$ cat config.mk
export PLATFORM = sky130hd
export DESIGN_NAME = pipe_hazard_ctrl
export DESIGN_NICKNAME = d
export VERILOG_FILES = /design/src/rtl/pipe_hazard_ctrl.sv
export SDC_FILE = /design/constraint.sdc
export NUM_CORES = 1
export LEC_CHECK = 0
export CORE_MARGIN = 5
export CORE_UTILIZATION = 29
export CTS_CLUSTER_DIAMETER = 100
export DETAILED_ROUTE_END_ITERATION = 10
export PLACE_DENSITY = 0.9
export SETUP_SLACK_MARGIN = 0.02
export SYNTH_ARGS = -nofsm -noshare
export SYNTH_HDL_FRONTEND = slang
export SYNTH_SLANG_ARGS = --single-unit
$ cat constraint.sdc
create_clock -name clk -period 1.8 [get_ports clk]
set_input_delay 0.36 -clock clk [delete_from_list [all_inputs] [get_ports clk]]
set_output_delay 0.36 -clock clk [all_outputs]
set_load 0.005 [all_outputs]
$ cat src/rtl/pipe_hazard_ctrl.sv
// pipe_hazard_ctrl: stall/flush/forward controller for the F-D-E-M-W pipeline.
// Covers forwarding selects, load-use stalls, branch flushes, and a
// data-memory wait-state FSM with a timeout.
// Optional feature macro: STALL_PERF_EN enables the saturating perf counters.
// When the macro is not defined, the counter ports are tied to zero.
module pipe_hazard_ctrl #(
    parameter int unsigned MEM_TIMEOUT = 16,
    parameter int unsigned CNT_W       = 32
) (
    input  logic             clk,
    input  logic             rst,
    input  logic [4:0]       D_rs1,
    input  logic [4:0]       D_rs2,
    input  logic [4:0]       E_rs1,
    input  logic [4:0]       E_rs2,
    input  logic [4:0]       E_rd,
    input  logic             E_is_load,
    input  logic             E_branch_taken,
    input  logic [4:0]       M_rd,
    input  logic             M_reg_we,
    input  logic             M_is_load,
    input  logic             M_mem_req,
    input  logic             dmem_ready,
    input  logic [4:0]       W_rd,
    input  logic             W_reg_we,
    output logic             stall_F,
    output logic             stall_D,
    output logic             stall_E,
    output logic             stall_M,
    output logic             flush_D,
    output logic             flush_E,
    output logic             flush_W,
    output logic [1:0]       fwd_rs1_sel,
    output logic [1:0]       fwd_rs2_sel,
    output logic             mem_wait,
    output logic             mem_err,
    output logic [CNT_W-1:0] load_use_cnt,
    output logic [CNT_W-1:0] mem_wait_cnt,
    output logic [CNT_W-1:0] flush_cnt
);

    localparam logic [0:0] IDLE = 1'b0;
    localparam logic [0:0] WAIT = 1'b1;

    localparam int unsigned TW   = (MEM_TIMEOUT > 2) ? $clog2(MEM_TIMEOUT) : 1;
    localparam logic [TW-1:0] TMAX = TW'(MEM_TIMEOUT - 1);

    logic [0:0]    state;
    logic [0:0]    state_nxt;
    logic [TW-1:0] tcnt;
    logic          mem_err_q;
    logic          timeout;
    logic          mem_stall;
    logic          branch_flush;
    logic          load_use;

    // Operand source for one E-stage register; a load in M has no data yet.
    function automatic logic [1:0] fwd_sel(input logic [4:0] rs);
        if (M_reg_we && !M_is_load && (M_rd != 5'd0) && (M_rd == rs))
            return 2'b01;
        else if (W_reg_we && (W_rd != 5'd0) && (W_rd == rs))
            return 2'b10;
        else
            return 2'b00;
    endfunction

    // Hazard classification in priority order: mem_stall > branch > load-use.
    always_comb begin
        timeout      = (state == WAIT) && (tcnt == TMAX) && !dmem_ready;
        mem_stall    = ((state == IDLE) && M_mem_req && !dmem_ready) ||
                       ((state == WAIT) && !dmem_ready && !timeout);
        branch_flush = !mem_stall && E_branch_taken;
        load_use     = !mem_stall && !E_branch_taken && E_is_load &&
                       (E_rd != 5'd0) && ((E_rd == D_rs1) || (E_rd == D_rs2));
    end

    // Wait-state FSM next-state logic.
    always_comb begin
        state_nxt = state;
        case (state)
            IDLE:    if (M_mem_req && !dmem_ready) state_nxt = WAIT;
            WAIT:    if (dmem_ready || timeout)    state_nxt = IDLE;
            default: state_nxt = IDLE;
        endcase
    end

    // FSM state, timeout counter (cleared whenever not staying in WAIT), sticky error.
    always_ff @(posedge clk or posedge rst) begin
        if (rst) begin
            state     <= IDLE;
            tcnt      <= '0;
            mem_err_q <= 1'b0;
        end else begin
            state <= state_nxt;
            if ((state == WAIT) && (state_nxt == WAIT))
                tcnt <= tcnt + 1'b1;
            else
                tcnt <= '0;
            if (timeout)
                mem_err_q <= 1'b1;
        end
    end

    // Output strobes; reset forces them low immediately, and flush beats stall.
    always_comb begin
        stall_F     = 1'b0;
        stall_D     = 1'b0;
        stall_E     = 1'b0;
        stall_M     = 1'b0;
        flush_D     = 1'b0;
        flush_E     = 1'b0;
        flush_W     = 1'b0;
        fwd_rs1_sel = 2'b00;
        fwd_rs2_sel = 2'b00;
        mem_wait    = 1'b0;
        if (!rst) begin
            flush_D     = branch_flush;
            flush_E     = branch_flush || load_use;
            flush_W     = mem_stall;
            stall_F     = mem_stall || load_use;
            stall_D     = (mem_stall || load_use) && !flush_D;
            stall_E     = mem_stall && !flush_E;
            stall_M     = mem_stall;
            fwd_rs1_sel = fwd_sel(E_rs1);
            fwd_rs2_sel = fwd_sel(E_rs2);
            mem_wait    = (state == WAIT);
        end
    end

    assign mem_err = mem_err_q;

`ifdef STALL_PERF_EN
    // Saturating perf counters for effective hazard actions.
    always_ff @(posedge clk or posedge rst) begin
        if (rst) begin
            load_use_cnt <= '0;
            mem_wait_cnt <= '0;
            flush_cnt    <= '0;
        end else begin
            if (load_use && (load_use_cnt != '1))
                load_use_cnt <= load_use_cnt + 1'b1;
            if (mem_stall && (mem_wait_cnt != '1))
                mem_wait_cnt <= mem_wait_cnt + 1'b1;
            if (branch_flush && (flush_cnt != '1))
                flush_cnt <= flush_cnt + 1'b1;
        end
    end
`else
    assign load_use_cnt = '0;
    assign mem_wait_cnt = '0;
    assign flush_cnt    = '0;
`endif

endmodule

==> flow_summary_export.csv, run 1 <==
group,metric,value,unit
cts,cts-root-buf,"clkbuf_8",
global_route,grt.overflow.total,0,
synth,synth-seq-cells,6,
sta,min_period_over_period,1.04,
setup_path,cp-end-kind,"primary output",
setup_path,crit_cells,5,
global_route,met1_usage,0.0946,
sta,grt_setup_unrepaired,"true",
setup_path,cpMaxStageDelayCell,"dfrtp_2",
global_route,met3_usage,0.0213,
synth,syn-mean-instance-area,7.88,µm²
sta,setup_viol,5,
sta,fmax,532,MHz
floorplanning,io_pins,153,
cts,cts_tree,"done",
sta,skew,0.00506,ns
setup_path,critical-path-top-delay-family,"flip-flops",
route,ant_nets,0,
synth,async_reset_ff_frac,1.00,
sta,worst_slack,-0.0805,ns
synth,synth.top_cell.area_share,0.505,
synth,synth_enable_flop_cells,0,
route,vias_per_cell,3.71,
cts,clock_latency,0.23,ns
pwr,powerDensity,342,nW/µm²
synth,synthCells,183,
route,drc_errors,0,
floorplanning,die_h,80.5,µm
placed_design,portBuffers,56,
cells_and_area,diodes,0,
floorplanning,start_util,0.301,
floorplanning,row_count,25,
placed_design,finalWeightedCongestion,0.748,
cts,holdBufCountCts,0,
route,wl,3.96,mm
route,drtPass1Iterations,4,
setup_path,cp.required,1.44,ns
synth,syn-cell-area,1440,µm²
global_route,met2_usage,0.222,
global_route,antenna_found_initial,0,
synth,synth_ff_type,"dfrtp_1",
global_route,grt_usage,0.107,
synth,synth-seq-area-share,0.104,
cts,clkSlewWorstSetupHoldPaths,0.04,ns
sta,fin_crit,1.88,ns
placed_design,place_inst,323,
setup_path,reg2regPathDepth,5,
synth,yosysMostFrequentCell,"buf_4",
cts,cts_buffers,3,
setup_path,cp.arrival,1.52,ns
setup_path,rrSetupSlack,0.72,ns
cells_and_area,drive_gt1_frac,0.311,
synth,yosys.area.top_type,"buf_4",
sta,finalMaxSlewViolations,0,
synth,yosysWarningCount,0,
synth,synth_area_leaders,"buf_4 50%, xor2_1 13%, dfrtp_1 10%",
setup_path,max_stage_delay,0.44,ns
sta,hold_violations,0,
run_status,status,"finished with violations",
pwr,leakagePower,1.06,nW
flow_run,max_cap_viol_count,0,
floorplanning,core,4790,µm²
cells_and_area,syn_to_final_growth,37.3,%
setup_path,start_kind,"flop",
placed_design,dpl.hpwl,3.28,mm
setup_path,crit_type,"flop to primary output",
setup_path,cp.buffers_inverters,1,
cells_and_area,instances_no_fill,331,
global_route,grt_pass1_vias,1235,
cells_and_area,nNetsFinal,311,
global_route,grt-busiest-layer,"met2",
cts,clockBufferDepth,2,
route,via_count,1227,
setup_path,path_cells,"o21bai_4 > a41oi_4 > or3_4 > o2bb2ai_2 > buf_2",
setup_path,crit_fanout,4,
pwr,p_total,0.677,mW
synth,yosys-top-cells-count,"97 x buf_4, 21 x xor2_1, 11 x xnor2_1",
route,post_drt_wl_per_cell,12.0,µm
run_status,violations,"negative setup slack",
floorplanning,dieWidth,80.5,µm
route,drt_iter0_drc,14,
min_path,hp-class,"primary input to async pin",
global_route,grt_pass1_wl,5.39,mm
floorplanning,dieArea,6490,µm²
cts,htreeDepth,1,
global_route,grt_max_degree,8,
cts,clkSinkCount,6,
synth,yosysUniqueCellTypes,29,
pwr,ir_drop,187,µV
## cell families after synthesis
family / share of synthesized area
buffers and inverters: 0.515
xor gates and xnor gates: 0.194
and+or+nand+nor: 0.115
AOI/OAI and AO/OA: 0.0598
DFF: 0.104
adders and majority gates: 0.00867
other: 0.00260
## worst paths after layout
path | startpoint | to
worst max-delay path | state | flush_E
worst min-delay path | rst | state
worst max register to register | tcnt[0] | tcnt[3]
worst min register to register | mem_err | mem_err
max in group asynchronous | rst | state
min in group clk | mem_err | mem_err
## final cells by class
| cell class | count | area, µm² |
|---|---|---|
| fill | 517 | 2810 |
| multi-input combinational | 171 | 1080 |
| timing repair buffer | 80 | 612 |
| sequential | 6 | 151 |
| tap | 67 | 83.8 |
| clock buffer | 3 | 41.3 |
| inverter | 4 | 15.0 |
## sequential cells by signal, summed over array words and instances, names as in the netlist
register and count:
mem_err 1, tcnt 4, state 1
## metrics by stage
stage | setup TNS [ns] | util | instance area (µm²) | worst slack (ns) | hold WS (ns)
detailed placement | -7.93 | 0.388 | 1860 | -0.881 | 0.464
global placement | -7.50 | 0.388 | 1860 | -0.795 | 0.466
CTS | -0.463 | 0.404 | 1930 | -0.113 | 0.288
floorplan | 0 | - | 1800 | 0.190 | 0.167
finish | -0.287 | 0.414 | 1980 | -0.0805 | 0.274
global route | -0.662 | 0.414 | 1980 | -0.158 | 0.309
## per-layer routing
layer / vias to the layer above / share of wire
met1: 555 / 0.29
li1: 562 / -
met3: 14 / 0.11
met5: - / 0
met2: 96 / 0.57
met4: 0 / 0.030
## cell usage in the layout (no fill, tap or decap), types with 2 or more instances in the layout
master and count:
clkdlybuf4s15_1 6, buf_8 2, clkbuf_8 3, dfrtp_1 5
nand3_1 2, o41ai_2 2, clkbuf_2 10, buf_4 24
nor3_1 3, clkdlybuf4s50_1 3, buf_6 3, inv_2 3
nor2_1 7, nand2b_1 2, xnor2_2 2, xor2_1 20
buf_2 14, xnor2_1 9, nand4_1 3, dlygate4sd2_1 18
conb_1 96
## power breakdown
part | switching (mW) | internal (mW)
Combinational | 0.174 | 0.155
Clock | 0.0607 | 0.144
Sequential | 0.00485 | 0.139
Total | 0.239 | 0.438
## worst min-delay path: cells and delay by family
family                 cells  cell delay [ns]
buffers and inverters      3             0.48
## what timing repair did
action,CTS,global route
setup buffers,3,2
pin swaps,29,21
setup endpoints to repair,12,11
gates resized for setup,138,41
Power figures use the tool's default switching activity.
==> run 2: changes to the inputs <==
Settings changed: CTS_CLUSTER_DIAMETER 100 to 50, SKIP_LAST_GASP set to 1.
==> flow_summary_export.csv, run 2 (synthesized netlist as in run 1, its figures left out) <==
group,metric,value,unit
floorplanning,row_count,25,
placed_design,dpl_worst_slack,-0.881,ns
global_route,grt_usage,0.107,
setup_path,rrSetupSlack,0.72,ns
setup_path,cpMaxStageDelayCell,"dfrtp_2",
pwr,ir_drop,187,µV
cts,clock_latency,0.23,ns
sta,grt_setup_unrepaired,"true",
route,drtPass1Iterations,4,
cells_and_area,final_cell_mix,"96 x conb_1, 24 x buf_4, 21 x xor2_1",
sta,skew,0.00506,ns
floorplanning,core,4790,µm²
route,ant_nets,0,
cells_and_area,drive_gt1_frac,0.307,
setup_path,max_stage_delay,0.44,ns
cells_and_area,final_common_cell,"conb_1",
setup_path,cp.arrival,1.52,ns
setup_path,crit_type,"flop to primary output",
setup_path,cp.required,1.44,ns
sta,hold_violations,0,
cells_and_area,nNetsFinal,311,
route,drc_errors,0,
route,drt_iter0_drc,12,
run_status,status,"finished with violations",
min_path,hp-class,"primary input to async pin",
cells_and_area,finish.instance_area,1970,µm²
run_status,violations,"negative setup slack",
setup_path,path_cells,"o21bai_4 > a41oi_4 > or3_4 > o2bb2ai_2 > buf_2",
cts,clkSinkCount,6,
pwr,powerDensity,342,nW/µm²
cells_and_area,syn_to_final_growth,36.8,%
cts,cts_buffers,3,
placed_design,placed_cell_area,1860,µm²
global_route,grt.overflow.total,0,
route,post_drt_wl_per_cell,11.8,µm
route,vias_per_cell,3.70,
floorplanning,dieWidth,80.5,µm
setup_path,cp-end-kind,"primary output",
global_route,grt_max_degree,8,
cts,clockBufferDepth,2,
setup_path,start_kind,"flop",
global_route,antenna_found_initial,0,
cts,cts_tree,"done",
floorplanning,start_util,0.301,
setup_path,crit_fanout,4,
placed_design,dpl.hpwl,3.28,mm
cts,clkSlewWorstSetupHoldPaths,0.04,ns
cells_and_area,diodes,0,
sta,fmax,532,MHz
cells_and_area,largest_register_ffs,4,
sta,setup_viol,5,
pwr,leakagePower,1.06,nW
cells_and_area,regMostFlops,"tcnt",
sta,min_period_over_period,1.04,
floorplanning,die_h,80.5,µm
flow_run,max_cap_viol_count,0,
global_route,grt_pass1_wl,5.36,mm
sta,worst_slack,-0.0805,ns
sta,finalMaxSlewViolations,0,
sta,fin_crit,1.88,ns
placed_design,portBuffers,56,
route,wl,3.91,mm
floorplanning,dieArea,6490,µm²
global_route,grt_pass1_vias,1231,
cts,htreeDepth,1,
placed_design,finalWeightedCongestion,0.748,
route,via_count,1224,
cts,cts-root-buf,"clkbuf_8",
floorplanning,io_pins,153,
run 2: cell count changes in the layout (fill, tap and decap cells not counted):
cell            change
xor2_1              +1
buf_6               +1
xor2_2              -1
buf_8               -1
dlygate4sd2_1       -1
dlymetal6s2s_1      +1
run 2: path summary, 6_finish.rpt:
path | startpoint | endpoint | depth (start not counted)
min in group clk | mem_err | mem_err | 1
hold / removal | rst | state | 3
hold reg to reg | mem_err | mem_err | 1
max in group asynchronous | rst | state | 3
setup reg to reg | tcnt[0] | tcnt[3] | 5
setup / recovery | state | flush_E | 5
run 2: final cells by class:
class | count | area [µm²]
Timing Repair Buffer | 80 | 612
Fill cell | 513 | 2810
Sequential cell | 6 | 151
Clock buffer | 3 | 41.3
Multi-Input combinational cell | 171 | 1070
Inverter | 4 | 15.0
Tap cell | 67 | 83.8
run 2: power breakdown:
part	switching, mW	leakage (nW)	internal (mW)
sequential	0.00485	0.0805	0.139
clock	0.0607	0.0216	0.144
combinational	0.172	0.961	0.154
run 2: timing repair:
action                     4_1_cts  5_1_grt
pin swaps                       29       24
hold buffers                     0        0
setup endpoints to repair       12       11
setup buffers                    3        2
gates resized for setup        135       42
run 2: through the flow:
step                      instances  setup TNS, ns  utilization  total power [mW]  hold WS (ns)
final                           331         -0.282        0.412             0.674         0.274
after global placement          323          -7.50        0.388             0.444         0.466
after global routing            331         -0.662        0.412             0.720         0.309
after floorplan                 278              0            -             0.421         0.167
after CTS                       329         -0.483        0.403             0.648         0.288
after detailed placement        323          -7.93        0.388             0.452         0.464
run 2: worst max-delay path, delay by kind of cell (launching register included):
kind | cells | cell delay [ns]
flops | 1 | 0.44
simple gates | 1 | 0.39
compound gates | 3 | 0.34
buf+inv | 1 | 0.12
run 2: layer usage:
layer  GRT usage  up-vias  wire length [µm]
met4      0.0557        0               119
li1            -      564                 -
met1      0.0946      550              1160
met5           0        -                 0
met3      0.0213       14               431
met2       0.219       96              2200
==> run 3: changes to the inputs <==
Settings changed: SLEW_MARGIN set to 20.
==> results of run 3 <==
The final DEF is identical to that of run 2; final timing and power are the same.
